--- config.mk ---
export PLATFORM = sky130hd
export DESIGN_NAME = capture_mode_ctrl
export DESIGN_NICKNAME = d
export VERILOG_FILES = /design/src/rtl/capture_mode_ctrl.sv
export SDC_FILE = /design/constraint.sdc
export NUM_CORES = 1
export LEC_CHECK = 0
export BUFFER_PORTS_ARGS = -buffer_cell sky130_fd_sc_hd__buf_2
export CAP_MARGIN = 10
export CORE_ASPECT_RATIO = 0.75
export CORE_UTILIZATION = 55
export DETAILED_ROUTE_END_ITERATION = 10
export PLACE_DENSITY = 0.75
export REMOVE_ABC_BUFFERS = 1
export SLEW_MARGIN = 20
export SYNTH_ARGS = -nofsm -noshare
export SYNTH_HDL_FRONTEND = slang
export SYNTH_SLANG_ARGS = --single-unit
--- constraint.sdc ---
create_clock -name clk -period 2 [get_ports clk]
set_input_delay 0.1 -clock clk [delete_from_list [all_inputs] [get_ports clk]]
set_output_delay 0.1 -clock clk [all_outputs]
set_load 0.1 [all_outputs]
--- src/rtl/capture_mode_ctrl.sv ---
// Camera/display pipeline sequencer: camera configuration handshake, capture gating and
// vsync-aligned calibration/game mode switching.
module capture_mode_ctrl #(
    parameter int unsigned HOLD_CYCLES  = 5000000,
    parameter int unsigned RESEND_PULSE = 16,
    parameter int unsigned CFG_TIMEOUT  = 25000000
) (
    input  logic       clk,
    input  logic       reset,
    input  logic       btn_calib,
    input  logic       btn_resend,
    input  logic       config_done,
    input  logic       cam_vsync,
    input  logic       disp_vsync,
    output logic       cfg_resend,
    output logic       capture_en,
    output logic       calib,
    output logic       cfg_error,
    output logic [2:0] state
);

    localparam int unsigned HoldW  = (HOLD_CYCLES > 1) ? $clog2(HOLD_CYCLES) : 1;
    localparam int unsigned PulseW = (RESEND_PULSE > 1) ? $clog2(RESEND_PULSE) : 1;
    localparam int unsigned TmoW   = (CFG_TIMEOUT > 1) ? $clog2(CFG_TIMEOUT) : 1;

    localparam logic [HoldW-1:0]  HoldLast  = HoldW'(HOLD_CYCLES - 1);
    localparam logic [PulseW-1:0] PulseLast = PulseW'(RESEND_PULSE - 1);
    localparam logic [TmoW-1:0]   TmoLast   = TmoW'(CFG_TIMEOUT - 1);

    typedef enum logic [2:0] {
        StConfig  = 3'd0,
        StWaitCfg = 3'd1,
        StArm     = 3'd2,
        StRun     = 3'd3,
        StError   = 3'd4
    } state_e;

    state_e             st;
    logic               cam_meta, cam_sync, cam_prev;
    logic               resend_prev, disp_prev;
    logic [HoldW-1:0]   hold_cnt;
    logic               hold_done;
    logic               pending;
    logic [PulseW-1:0]  pulse_cnt;
    logic [TmoW-1:0]    tmo_cnt;
    logic               seen_low;

    logic resend_req, cam_rise, disp_rise, toggle_req;

    assign state      = st;
    assign resend_req = btn_resend & ~resend_prev & (st != StConfig);
    assign cam_rise   = cam_sync & ~cam_prev;
    assign disp_rise  = disp_vsync & ~disp_prev;
    // hold_done keeps a long press from firing more than once
    assign toggle_req = btn_calib & ~hold_done & (hold_cnt == HoldLast) &
                        ((st == StArm) | (st == StRun));

    always_ff @(posedge clk) begin
        if (reset) begin
            st          <= StConfig;
            cfg_resend  <= 1'b1;
            capture_en  <= 1'b0;
            calib       <= 1'b1;
            cfg_error   <= 1'b0;
            cam_meta    <= 1'b0;
            cam_sync    <= 1'b0;
            cam_prev    <= 1'b0;
            resend_prev <= 1'b0;
            disp_prev   <= 1'b0;
            hold_cnt    <= '0;
            hold_done   <= 1'b0;
            pending     <= 1'b0;
            pulse_cnt   <= '0;
            tmo_cnt     <= '0;
            seen_low    <= 1'b0;
        end else begin
            cam_meta    <= cam_vsync;
            cam_sync    <= cam_meta;
            cam_prev    <= cam_sync;
            resend_prev <= btn_resend;
            disp_prev   <= disp_vsync;

            if (!btn_calib) begin
                hold_cnt  <= '0;
                hold_done <= 1'b0;
            end else if (hold_cnt != HoldLast) begin
                hold_cnt <= hold_cnt + 1'b1;
            end else begin
                hold_done <= 1'b1;
            end

            if (resend_req) begin
                st         <= StConfig;
                cfg_resend <= 1'b1;
                capture_en <= 1'b0;
                cfg_error  <= 1'b0;
                pulse_cnt  <= '0;
                pending    <= 1'b0;
            end else begin
                // Apply the old pending switch first, then latch any new request
                if (disp_rise && pending) begin
                    calib   <= ~calib;
                    pending <= toggle_req;
                end else if (toggle_req) begin
                    pending <= ~pending;
                end

                case (st)
                    StConfig: begin
                        if (pulse_cnt == PulseLast) begin
                            st         <= StWaitCfg;
                            cfg_resend <= 1'b0;
                            tmo_cnt    <= '0;
                            seen_low   <= 1'b0;
                        end else begin
                            pulse_cnt <= pulse_cnt + 1'b1;
                        end
                    end
                    StWaitCfg: begin
                        if (!config_done) seen_low <= 1'b1;
                        if (config_done && seen_low) begin
                            st <= StArm;
                        end else if (tmo_cnt == TmoLast) begin
                            st        <= StError;
                            cfg_error <= 1'b1;
                        end else begin
                            tmo_cnt <= tmo_cnt + 1'b1;
                        end
                    end
                    StArm: begin
                        if (cam_rise) begin
                            st         <= StRun;
                            capture_en <= 1'b1;
                        end
                    end
                    StRun, StError: ;
                    default: begin
                        st         <= StConfig;
                        cfg_resend <= 1'b1;
                        capture_en <= 1'b0;
                        pulse_cnt  <= '0;
                    end
                endcase
            end
        end
    end

endmodule

After elaboration in Yosys (flattened, before gate mapping)
Cells that the tools add are included.
Word-level totals
  logic and storage cells: 92
  input bits: 7
  register bits: 67
Cells by class
  mux-type cells: 19
  bitwise operators: 20
  reduce and logical (&&, ||, !) cells: 19
  add/subtract/negate cells: 3
  equal/unequal tests: 15
Operators with widths (number)
  $mux 25: 3
  $pmux 25 s2: 1
  $add 25x1->25 const B: 1
  $eq 25x25->1 const B: 1
  $add 23x1->23 const B: 1
  $eq 23x23->1 const B: 1
  $ne 23x23->1 const B: 1
  $mux 3: 4
  $ne 2x2->1 const B: 6
  $not 1->1: 12
  $pmux 3 s4: 1
  $pmux 4 s2: 1
  $reduce_and 2->1: 4
  $reduce_and 4->1: 2
  $reduce_or 4->1: 2
  $and 1x1->1: 7
  $eq 3x2->1 const B: 2
  $pmux 1 s2: 3
  $reduce_or 2->1: 3
  $mux 1: 5
  $reduce_and 5->1: 1
  $add 4x1->4 const B: 1
  $eq 4x4->1 const B: 1
  $mux 4: 1
  other kinds (9): 11

Depth between registers and ports, before layout
  depth in word-level cells: 6
  mapped depth: 9

Worst setup path before layout
OpenSTA, ideal clock, no wires.
  path type: register -> register
  start point: register st[0] (netlist: state[0])
  end point: register tmo_cnt[6]
  period minus slack after synthesis: 2635 ps
  cell stages (with the launch flop): 7
  arrival time: 2518 ps
  library setup time: 117 ps
  path slack: -635 ps
  data required time: 1883 ps
  cell sequence: dfxtp_1 > nor3b_2 > nand3_1 > and2_1 > clkbuf_2 > or4_1 > a32o_1
On the way
  longest elaborated chain between the ends: 4
  elaborated cells between the ends (all ways): 11
  classes of those cells: eq/ne: 4; mux: 1; bitwise: 2; reduce/logical: 4
Ends and longest elaborated chain
  from (decl): RTL line 38  | state_e st;
  from (signal assigned): RTL line 60  | st <= StConfig;
  from (signal assigned): RTL line 93  | st <= StConfig;
  from (signal assigned): RTL line 111  | st <= StWaitCfg;
  parallel branches: the longest is 4 deep, another holds $reduce_and 5->1
  to (signal assigned): RTL line 127  | tmo_cnt <= tmo_cnt + 1'b1;
  to (decl): RTL line 45  | logic [TmoW-1:0] tmo_cnt;
Several ways; the timed one is not identified.
A chain may end at the register's enable or synchronous reset.

Worst setup path in the final report
  start point: register tmo_cnt[9]
  end point: register tmo_cnt[24]
On the way
  longest elaborated chain between the ends: 4
  elaborated cells between the ends (all ways): 7
  classes of those cells: add/sub: 1; eq/ne: 2; mux: 3; reduce/logical: 1
Ends and longest elaborated chain
  $add 25x1->25: RTL line 127
  $mux 25: RTL line 123  | end else if (tmo_cnt == TmoLast) begin
  $mux 25: RTL line 121  | if (config_done && seen_low) begin
  $pmux 25 s2: RTL line 108  | case (st)
Several ways; a longest one is shown, not always the timed one. The select of a mux whose other input is x is not followed.

==> flow_summary.yaml <==
status:
  status: "finished, final reports clean"
power:
  cellPowerDensity_nw_per_um2: 689
  p_clk_share_pct: 47.5
  power_frac_seq_pct: 48.7
  p_int_w: 0.00216
  comb_power_share_pct: 3.8
  p_switching_w: 0.000627
  p_sw_share_pct: 22.5
  vdd_ir_drop_max_v: 0.000409
  p_leak_nw: 1.37
clock_tree:
  cts_sinks: 67
  clockRootBuffer: "clkbuf_8"
  htreeDepth: 3
  cts_tree: "yes"
  cts_buffers: 9
  cts.clk_slew.worst_paths_ns: 0.08
  insertion_delay_ns: 0.36
  cts_buffer_depth: 2
  post_cts_buffers: 0
sta:
  period_needed_ns: 1.96
  slew-limit-headroom_pct: 68.0
  setup-tns-final_ns: 0
  hold_viol_final: 0
  fmax_ghz: 0.511
  fin_crit_sh_pct: 97.8
  tightest_slew_ns: 0.484
  drv_slew: 0
  setup_violations: 0
  finalClockSkew_ns: 0.0142
  hold-worst-slack_ns: 0.00666
die:
  io_pins: 14
  rows: 24
  die_x_um: 92.2
  fp.coreArea_sq_um: 5860
  dieArea_sq_um: 6420
  die_y_um: 69.7
  start_util_pct: 57.3
yosys:
  synth_compound_area_share_pct: 15.2
  synth_cells: 407
  synth_edf_count: 0
  synth_xor_area_share_pct: 4.96
  async_flop_share_pct: 0
  synth_area_sq_um: 3360
  synthAdderAreaFrac_pct: 1.12
  ys_warn_count: 0
  synth_ff_type: "dfxtp_1"
  synth_cell_types: 51
  synth-simple-area-share_pct: 34.1
  synth_seq_cells: 67
  synth.area.mux_share_pct: 0.596
  synth_top_family_by_area: "simple AND/OR/NAND/NOR gates"
  yosysSeqAreaShare_pct: 40.0
  avgSynthCellArea_sq_um: 8.25
final_layout:
  final_common_cell: "dfxtp_1"
  fin_nets: 467
  final-seq-area_sq_um: 1350
  layout-drive-gt1-share_pct: 20.1
  area_growth_pct: 20.4
  insertedDiodeCount: 0
  n_fill_cell: 484
  final_cell_mix: "64 x dfxtp_1, 41 x nor2_1, 40 x buf_4, 29 x nand3_1, 27 x nand2_1"
  multi_input_area_sq_um: 1920
critical_path:
  critical_path_class: "reg -> reg"
  cp_data_required_time_ns: 2.21
  crit_slowest_cell: "or3_4"
  cp_max_fo: 6
  cpPeakStageDelay_ns: 0.48
  cp-start-kind: "register"
  arrival_ns: 2.17
  worst_setup_path_end_kind: "register"
  cp_cell_sequence: "nor4b_1 -> nand4_1 -> or3_4 -> nand2_1 -> buf_4 -> o221ai_1"
global_routing:
  grt_antenna_before_repair: 0
  grtUsageTotal_pct: 28.9
  overflow: 0
  grt_start_max_net_pins: 25
  grt_pass1_wl_um: 14700
  grt_pass1_vias: 3102
route:
  drc: 0
  first_iter_violations: 331
  via_count: 3300
  dr.pass1.iters: 6
  drt.antenna.violating_nets: 0
  routed_wl_um: 8570
  wl_per_cell_um: 15.9
  viasPerCell: 6.11
place:
  port_buffers: 13
  dpl.hpwl_um: 6000
  place_congestion: 0.890
flow_run:
  cap_violations: 0
hold_path:
  worstHoldPathType: "in -> reg"
[synthesized netlist by cell type (3+ instances only)]
master	instances	area share, %
dfxtp_1	67	40
nor2_1	41	4.6
nand3_1	30	4.5
nand2_1	27	3.0
a21oi_1	19	2.8
nand4_1	19	3.5
inv_1	16	1.8
nor4_1	15	2.8
nor3_1	14	2.1
xnor2_1	13	3.4
clkbuf_1	11	1.2
o211ai_1	10	2.2
o31ai_1	10	2.2
nor2b_1	9	1.7
o21ai_0	9	1.3
and2_1	8	1.5
and3_1	8	1.5
or3_1	8	1.5
xor2_1	6	1.6
nand2b_1	5	0.93
nand4b_1	4	1.0
or2_2	4	0.75
a22oi_1	3	0.67
a32o_1	3	0.89
ha_1	3	1.1
nor3b_1	3	0.67
o22a_1	3	0.78
o311ai_0	3	0.78
or4_1	3	0.67
[cell type report]
type	instances	area share [%]
Tap cell	78	2.41
Multi-Input combinational cell	308	47.4
Clock buffer	11	3.74
Inverter	16	1.49
Sequential cell	67	33.3
Timing Repair Buffer	55	9.53
Clock inverter	5	2.10
[through the flow]
stage               area, sq um  instances  worst slack [ns]  utilization (%)  power, W
floorplan                  3280        391            -0.759                -   0.00144
global placement           3740        522            0.0234             63.9   0.00148
detailed placement         3740        522           -0.0456             63.9   0.00149
CTS                        4000        540           0.00110             68.4   0.00280
global route               4040        540           -0.0395             69.0   0.00287
finish                     4040        540            0.0447             69.0   0.00279
[worst max-delay path, delay by kind of cell, from the launching register on]
family,cells,cell delay [ns]
compound gates,1,0.14
buf+inv,1,0.16
flops,1,0.36
simple gates,4,1.15
[registers in the layout (all words and copies together), names as in the netlist]
name / flops
tmo_cnt: 25
hold_cnt: 23
pulse_cnt: 4
state: 3
calib: 1
cam_meta: 1
cam_prev: 1
cam_sync: 1
capture_en: 1
cfg_error: 1
cfg_resend: 1
disp_prev: 1
hold_done: 1
pending: 1
resend_prev: 1
seen_low: 1
[path summary, 6_finish.rpt]
check	startpoint	to	slack (ns)	cells past startpoint
worst max-delay path	tmo_cnt[9]	tmo_cnt[24]	0.04	6
worst min-delay path	btn_resend	resend_prev	0.007	2
worst max register to register	tmo_cnt[9]	tmo_cnt[24]	0.04	6
worst min register to register	cam_meta	cam_sync	0.45	1
[power by group through the flow]
stage	combinational (W)	clock (W)	sequential (W)
final	0.000105	0.00132	0.00136
after CTS	0.000103	0.00135	0.00136
after global routing	0.000114	0.00140	0.00136
after floorplan	0.0000457	0	0.00140
after detailed placement	0.0000986	0	0.00139
after global placement	0.0000950	0	0.00139
[routing by layer]
layer / routed length (um) / global-route usage [%] / part of all wire, % / vias up
li1: - / - / - / 1603
met1: 4010 / 39.5 / 47 / 1547
met2: 3770 / 43.9 / 44 / 125
met3: 619 / 8.00 / 7.2 / 25
met4: 172 / 9.55 / 2.0 / 0
met5: 0 / 0 / 0 / -
[repair_timing]
action / 4_1_cts / 5_1_grt
hold buffers: 2 / 0
pin swaps: 0 / 3
endpoints found under the setup margin: 2 / 16
gates resized for setup: 2 / 11
endpoints found under the hold margin: 2 / 0
[logic make-up (layout without fill, tap and decap cells)]
group | Yosys count | count (layout)
fa+ha+maj | 3 | 3
xor+xnor | 19 | 19
flops | 67 | 67
mux | 2 | 2
simple gates | 210 | 210
buf+inv | 32 | 87
compound gates | 74 | 74
Note: power is estimated with default switching activity, not from simulation.
